`config.mk`:
```
export PLATFORM = sky130hd
export DESIGN_NAME = job_initiator
export DESIGN_NICKNAME = d
export VERILOG_FILES = /design/src/rtl/job_initiator.sv
export SDC_FILE = /design/constraint.sdc
export NUM_CORES = 1
export LEC_CHECK = 0
export BUFFER_PORTS_ARGS = -buffer_cell sky130_fd_sc_hd__buf_2
export CORE_UTILIZATION = 54
export DETAILED_ROUTE_END_ITERATION = 16
export GPL_TIMING_DRIVEN = 0
export HOLD_SLACK_MARGIN = 0.1
export MAX_ROUTING_LAYER = met4
export PLACE_DENSITY = 0.84
export SETUP_SLACK_MARGIN = 0.2
export SYNTH_ARGS = -nofsm -noshare
export SYNTH_HDL_FRONTEND = slang
export SYNTH_SLANG_ARGS = --single-unit
```
`constraint.sdc`:
```
create_clock -name clock -period 2.2 [get_ports clock]
set_input_delay 0.22 -clock clock [delete_from_list [all_inputs] [get_ports clock]]
set_output_delay 0.22 -clock clock [all_outputs]
set_load 0.01 [all_outputs]
```
`src/rtl/job_initiator.sv`:
```
// Host-side start/done initiator: issues NUM_JOBS start pulses per go, waits for each
// synchronised done rising edge, captures results and abandons jobs that time out.
module job_initiator #(
  parameter int NUM_JOBS    = 4,
  parameter int DATA_W      = 8,
  parameter int PULSE_CYC   = 2,
  parameter int TIMEOUT_CYC = 255,
  parameter int SYNC_STAGES = 2
) (
  input  logic              clock,
  input  logic              reset,
  input  logic              go,
  input  logic              done_moore,
  input  logic [DATA_W-1:0] result_in,
  output logic              start_asyn,
  output logic              busy,
  output logic [7:0]        job_idx,
  output logic [DATA_W-1:0] result_out,
  output logic              result_valid,
  output logic              timeout_err,
  output logic [7:0]        err_count,
  output logic              all_done
);

  localparam int PW = (PULSE_CYC > 1) ? $clog2(PULSE_CYC) : 1;
  localparam int TW = $clog2(TIMEOUT_CYC + 1);

  typedef enum logic [2:0] {
    IDLE, ASSERT, WAIT_DONE, CAPTURE, ABANDON, FINISH
  } state_t;

  state_t state_reg, state_next;

  logic [SYNC_STAGES-1:0] sync_reg;
  logic                   done_s;
  logic                   done_prev_reg;
  logic                   seen_low_reg;
  logic                   done_rise;
  logic                   accept;
  logic [PW-1:0]          pulse_cnt_reg;
  logic [TW-1:0]          tout_cnt_reg;
  logic                   last_pulse;
  logic                   tout_hit;
  logic                   last_job;
  logic                   enter_assert;

  logic              start_asyn_reg, start_asyn_next;
  logic              busy_reg, busy_next;
  logic [7:0]        job_idx_reg, job_idx_next;
  logic [DATA_W-1:0] result_out_reg, result_out_next;
  logic              result_valid_reg, result_valid_next;
  logic              timeout_err_reg, timeout_err_next;
  logic [7:0]        err_count_reg, err_count_next;
  logic              all_done_reg, all_done_next;

  generate
    for (genvar gi = 0; gi < SYNC_STAGES; gi++) begin : g_sync
      if (gi == 0) begin : g_first
        always_ff @(posedge clock) begin
          if (reset) sync_reg[gi] <= 1'b0;
          else       sync_reg[gi] <= done_moore;
        end
      end else begin : g_next
        always_ff @(posedge clock) begin
          if (reset) sync_reg[gi] <= 1'b0;
          else       sync_reg[gi] <= sync_reg[gi-1];
        end
      end
    end
  endgenerate

  assign done_s       = sync_reg[SYNC_STAGES-1];
  assign done_rise    = done_s & ~done_prev_reg;
  // A level still high from the previous job only counts after it has been seen low.
  assign accept       = done_rise & seen_low_reg;
  assign last_pulse   = (pulse_cnt_reg == PW'(PULSE_CYC - 1));
  assign tout_hit     = (tout_cnt_reg == TW'(TIMEOUT_CYC - 1));
  assign last_job     = (job_idx_reg == 8'(NUM_JOBS - 1));
  assign enter_assert = (state_next == ASSERT) && (state_reg != ASSERT);

  always_ff @(posedge clock) begin
    if (reset) begin
      state_reg     <= IDLE;
      done_prev_reg <= 1'b0;
      seen_low_reg  <= 1'b0;
      pulse_cnt_reg <= '0;
      tout_cnt_reg  <= '0;
    end else begin
      state_reg <= state_next;
      if (state_reg == ASSERT && last_pulse) done_prev_reg <= 1'b0;
      else                                   done_prev_reg <= done_s;
      if (enter_assert)
        seen_low_reg <= 1'b0;
      else if (state_reg == ASSERT || state_reg == WAIT_DONE)
        seen_low_reg <= seen_low_reg | ~done_s;
      if (enter_assert)              pulse_cnt_reg <= '0;
      else if (state_reg == ASSERT)  pulse_cnt_reg <= pulse_cnt_reg + 1'b1;
      if (enter_assert)              tout_cnt_reg <= '0;
      else if (state_reg == WAIT_DONE) tout_cnt_reg <= tout_cnt_reg + 1'b1;
    end
  end

  always_comb begin
    state_next = state_reg;
    unique case (state_reg)
      IDLE:      if (go) state_next = ASSERT;
      ASSERT:    if (last_pulse) state_next = WAIT_DONE;
      WAIT_DONE: begin
        // A rise on the final waiting cycle still wins over the timeout.
        if (accept)        state_next = CAPTURE;
        else if (tout_hit) state_next = ABANDON;
      end
      CAPTURE,
      ABANDON:   state_next = last_job ? FINISH : ASSERT;
      FINISH:    state_next = IDLE;
      default:   state_next = IDLE;
    endcase
  end

  always_comb begin
    start_asyn_next   = (state_next == ASSERT);
    busy_next         = (state_next != IDLE);
    result_valid_next = (state_next == CAPTURE);
    timeout_err_next  = (state_next == ABANDON);
    all_done_next     = (state_next == FINISH);
    job_idx_next      = job_idx_reg;
    err_count_next    = err_count_reg;
    result_out_next   = result_out_reg;
    if (state_reg == IDLE && go) begin
      job_idx_next   = 8'd0;
      err_count_next = 8'd0;
    end
    if (state_next == CAPTURE)
      result_out_next = result_in;
    if (state_next == ABANDON && err_count_reg != 8'hFF)
      err_count_next = err_count_reg + 8'd1;
    if ((state_reg == CAPTURE || state_reg == ABANDON) && !last_job)
      job_idx_next = job_idx_reg + 8'd1;
  end

  always_ff @(posedge clock) begin
    if (reset) begin
      start_asyn_reg   <= 1'b0;
      busy_reg         <= 1'b0;
      job_idx_reg      <= 8'd0;
      result_out_reg   <= '0;
      result_valid_reg <= 1'b0;
      timeout_err_reg  <= 1'b0;
      err_count_reg    <= 8'd0;
      all_done_reg     <= 1'b0;
    end else begin
      start_asyn_reg   <= start_asyn_next;
      busy_reg         <= busy_next;
      job_idx_reg      <= job_idx_next;
      result_out_reg   <= result_out_next;
      result_valid_reg <= result_valid_next;
      timeout_err_reg  <= timeout_err_next;
      err_count_reg    <= err_count_next;
      all_done_reg     <= all_done_next;
    end
  end

  assign start_asyn   = start_asyn_reg;
  assign busy         = busy_reg;
  assign job_idx      = job_idx_reg;
  assign result_out   = result_out_reg;
  assign result_valid = result_valid_reg;
  assign timeout_err  = timeout_err_reg;
  assign err_count    = err_count_reg;
  assign all_done     = all_done_reg;

endmodule

```
---- After elaboration in Yosys (flattened, before gate mapping) ----
Index checks and enable logic that the tools add are counted.
operators by class
  reductions and logical operators ........ 15
  equal/unequal tests ..................... 12
  muxes and demuxes ....................... 9
  $add $sub $neg .......................... 4
  bitwise logic cells ..................... 5
operators by type and width
  kind                   count
  $add A8 B1 Y8 const B  3
  $mux W8                3
  $mux W3                5
  $pmux W3 S4            1
  $eq A3 B2 Y1 const B   3
  $eq A3 B3 Y1 const B   3
  $eq A8 B2 Y1 const B   1
  $eq A8 B8 Y1 const B   1
  $ne A8 B8 Y1 const B   1
  $eq A3 B1 Y1 const B   2
  $reduce_or A2 Y1       3
  $logic_and A1 B1 Y1    5
  $reduce_bool A2 Y1     2
  $logic_not A3 Y1       1
  $ne A3 B1 Y1 const B   1
  $reduce_bool A3 Y1     1
  $and A1 B1 Y1          2
  $logic_or A1 B1 Y1     2
  $not A1 Y1             2
  $add A1 B1 Y1 const B  1
  $logic_not A1 Y1       1
  $or A1 B1 Y1           1
word-level totals
  bits of input ports ..................... 12
  bits in registers ....................... 45
  output and inout port bits .............. 29

---- Longest topological paths before layout ----
  depth after elaboration ................. 8
  depth in mapped cells ................... 8

---- Worst setup path after synthesis ----
OpenSTA, ideal clock, no wires.
  path type ............................... reg-to-reg
  start point ............................. reg job_idx_reg[0] (netlist: job_idx[0])
  end point ............................... reg job_idx_reg[1] (netlist: job_idx[1])
  path buffers ............................ 1
  data required time ...................... 2.127 ns
  library setup time ...................... 0.073 ns
  cell stages (with the launch flop) ...... 8
  clock period less this slack ............ 1.964 ns
  slack ................................... 0.236 ns
  arrival ................................. 1.891 ns
  path through ............................ dfxtp_1 ha_1 or4b_4 nor3_4 a211o_2 nand2b_2 buf_6 o22ai_2
on the way
  cells in the longest elaborated chain, start to end .. 4
RTL lines
  what                                                   line  text
  start: declaration                                     49    logic [7:0] job_idx_reg, job_idx_next;
  start signal: assignment                               154   job_idx_reg <= job_idx_next;
  branches (longest 4 deep; another with $add A8 B1 Y8)  --
Several ways; the timed one is not identified.
A chain may end at the register's enable or synchronous reset.

---- Worst setup path in the final report ----
Same ends and word-level chain as after synthesis.

==> metrics.md <==
| Metric | Value |
|---|---|
| Reg-to-Reg Start | `job_idx[0]` |
| DRC viols | `0` |
| Commonest non-fill, non-tap cell in the layout | `buf_2` |
| Die width | `63.6 um` |
| Min-Delay Path Depth | `3` |
| Total chip power | `1.69 mW` |
| HP Start | `result_in[7]` |
| Vias/cell | `5.42` |
| Post-DP HPWL | `2970 um` |
| Critical Path RT | `2430 ps` |
| Core footprint | `3660 um^2` |
| Slew HR | `66.1%` |
| Area used by multi-input combinational logic | `1070 um^2` |
| Cells after Synth | `233` |
| Synth Net Count | `249` |
| Largest net degree at the start of global routing | `16` |
| Slew Viols, Final | `0` |
| FILL cells | `297` |
| Share of post-route cells with drive strength above 1 | `25.8%` |
| Hold Crit Class | `in2reg` |
| Drt pass-1 iters | `4` |
| Final hold vios | `0` |
| Final setup viols | `0` |
| Vias in the first global route | `1517` |
| CTS H-Tree Depth | `2` |
| Setup Skew | `8.37 ps` |
| Synth Flop Type | `dfxtp_1` |
| Core Rows | `22` |
| Initial Util | `56.0%` |
| Port bufs | `40` |
| Peak supply drop | `0.000468 V` |
| Ys Warns | `0` |
| Via count | `1793` |
| Yosys reg bits | `45` |
| NumNets Final | `298` |
| GP Congestion | `0.882` |
| Number of synthesized flops with an enable pin | `0` |
| Die area | `4050 um^2` |
| Period utilization | `86.7%` |
| PwrDens | `683 nW/um^2` |
| Post-DRT Antenna Nets | `0` |
| Critical Path Fanout Max | `10` |
| Global route overflow | `0` |
| CTS hold repair buffers | `0` |
| FF/Latch Area | `906 um^2` |
| Area grow syn2layout | `20.9%` |
| Most frequent cells in the layout | `46 x buf_2, 43 x dfxtp_1, 36 x nor2_1` |
| Clock transition at path regs | `90 ps` |
| R2R Path End | `job_idx[1]` |
| FF-to-FF path depth | `7` |
| Crit path time final | `1910 ps` |
| Avg Cell Area, Syn | `8.80 um^2` |
| CTS max path bufs | `2` |
| Root Buffer | `clkbuf_8` |
| Outcome | `finished clean` |
| R2R setup slack | `290 ps` |
| MaxCap Viol Count | `0` |
| Fmax | `524 MHz` |
| Die Y | `63.6 um` |
| CP Launch Type | `flip-flop` |
| Clk_lat worst skew | `300 ps` |
| Finished Core Util | `67.7%` |
| Global-route wire length before repair | `6720 um` |
| Hold Path End | `result_out[7]` |
| Inserted Diodes | `0` |
| Pleak | `1.00 nW` |
| Async SR Flop Fraction | `0%` |
| Seq/Total Area, Yosys | `43.9%` |
| Number of CTS-inserted buffers | `5` |
| Initial DRC count | `114` |
| Cell Area, Synth | `2050 um^2` |
| Distinct cells, synth | `45` |
| Worst setup path class | `reg2reg` |
| Sink Count | `45` |
| GRT Overall Usage | `22.1%` |
| Setup crit end kind | `flip-flop` |
| RSZ-0062 raised after global routing | `no` |
| Io pins | `41` |
| CTS tree | `yes` |
| Setup_tns | `0 ps` |
| Initial antenna violation count | `0` |
| Least-Margin Pin Slew | `509 ps` |
| Wire per inst | `12.3 um` |
| Routed wire length | `4070 um` |
| Worst EP arrival | `2140 ps` |
-- metal layers --
layer	share of wire, %	routed length [um]	up-vias	global-route usage, %
met3	4.7	192	7	5.98
met4	1.8	74	0	10.5
met1	48	1950	822	27.5
li1	-	-	908	-
met2	46	1860	56	32.8
met5	0	0	-	-
-- through the flow --
step	hold WS, ps	std cells	worst slack [ps]	cell area, um^2
after floorplan	348	233	236	2050
after global placement	441	321	147	2310
after detailed placement	446	321	101	2310
after CTS	146	329	208	2460
after global routing	142	331	210	2480
final	149	331	293	2480
-- worst max path at each step --
stage	from	end	slack [ps]	cells past startpoint
after CTS	job_idx[0]	job_idx[1]	210	7
after floorplan	job_idx[0]	job_idx[1]	240	7
after global placement	job_idx[0]	job_idx[1]	150	7
after global routing	job_idx[0]	job_idx[0]	210	7
final	job_idx[0]	job_idx[1]	290	7
after detailed placement	job_idx[0]	job_idx[1]	100	7
-- cell families after synthesis --
logic type | after synthesis | synth area share, %
flip-flops | 45 | 43.9
multiplexers | 10 | 5.55
adder cells (fa/ha/maj) | 4 | 2.44
AND/OR/NAND/NOR | 108 | 27.9
AO/OA/AOI/OAI | 38 | 11.5
XOR/XNOR | 10 | 4.27
buffers and inverters | 18 | 4.39
-- what timing repair did --
item,in CTS,in global routing
pin swaps,0,1
setup endpoints to repair,13,10
buffers inserted,0,2
resized for setup,4,1
-- cell usage after synthesis, types with 2 or more instances --
cell / count / share of area, %
dfxtp_1: 45 / 44
nor2_1: 36 / 6.6
nand2_1: 13 / 2.4
o21ai_0: 13 / 3.2
a21oi_1: 12 / 2.9
nor3_1: 12 / 2.9
nand3_1: 11 / 2.7
mux2i_1: 8 / 3.9
buf_2: 6 / 1.5
inv_1: 6 / 1.1
nand2b_1: 6 / 1.8
xor2_1: 6 / 2.6
nor2b_1: 5 / 1.5
ha_1: 4 / 2.4
or3_1: 4 / 1.2
xnor2_1: 4 / 1.7
and3_1: 3 / 0.92
and4_1: 3 / 1.3
clkbuf_1: 3 / 0.55
nand4_1: 3 / 0.92
a211oi_1: 2 / 0.73
a31oi_1: 2 / 0.61
buf_6: 2 / 1.1
nand3b_1: 2 / 0.73
nor4b_1: 2 / 0.85
-- critical path, stage by stage, from the launching register on --
cell	delay, ps
dfxtp_4	390
ha_2	220
or4b_4	490
nor3_4	220
a211o_4	160
nand2b_2	70
buf_6	150
o22ai_2	130
-- report_power, final --
part	internal (mW)	switching (mW)	total [mW]
Combinational	0.0477	0.0689	0.117
Clock	0.457	0.286	0.743
Sequential	0.826	0.00691	0.833
-- cell type report --
class                           instances  area share (%)
Buffer                                 12            2.73
Clock buffer                            5            2.78
Clock inverter                          3            2.78
Inverter                                6           0.909
Multi-Input combinational cell        170            43.2
Sequential cell                        45            36.5
Tap cell                               48            2.42
Timing Repair Buffer                   42            8.68
Note: power is estimated with default switching activity, not from simulation.
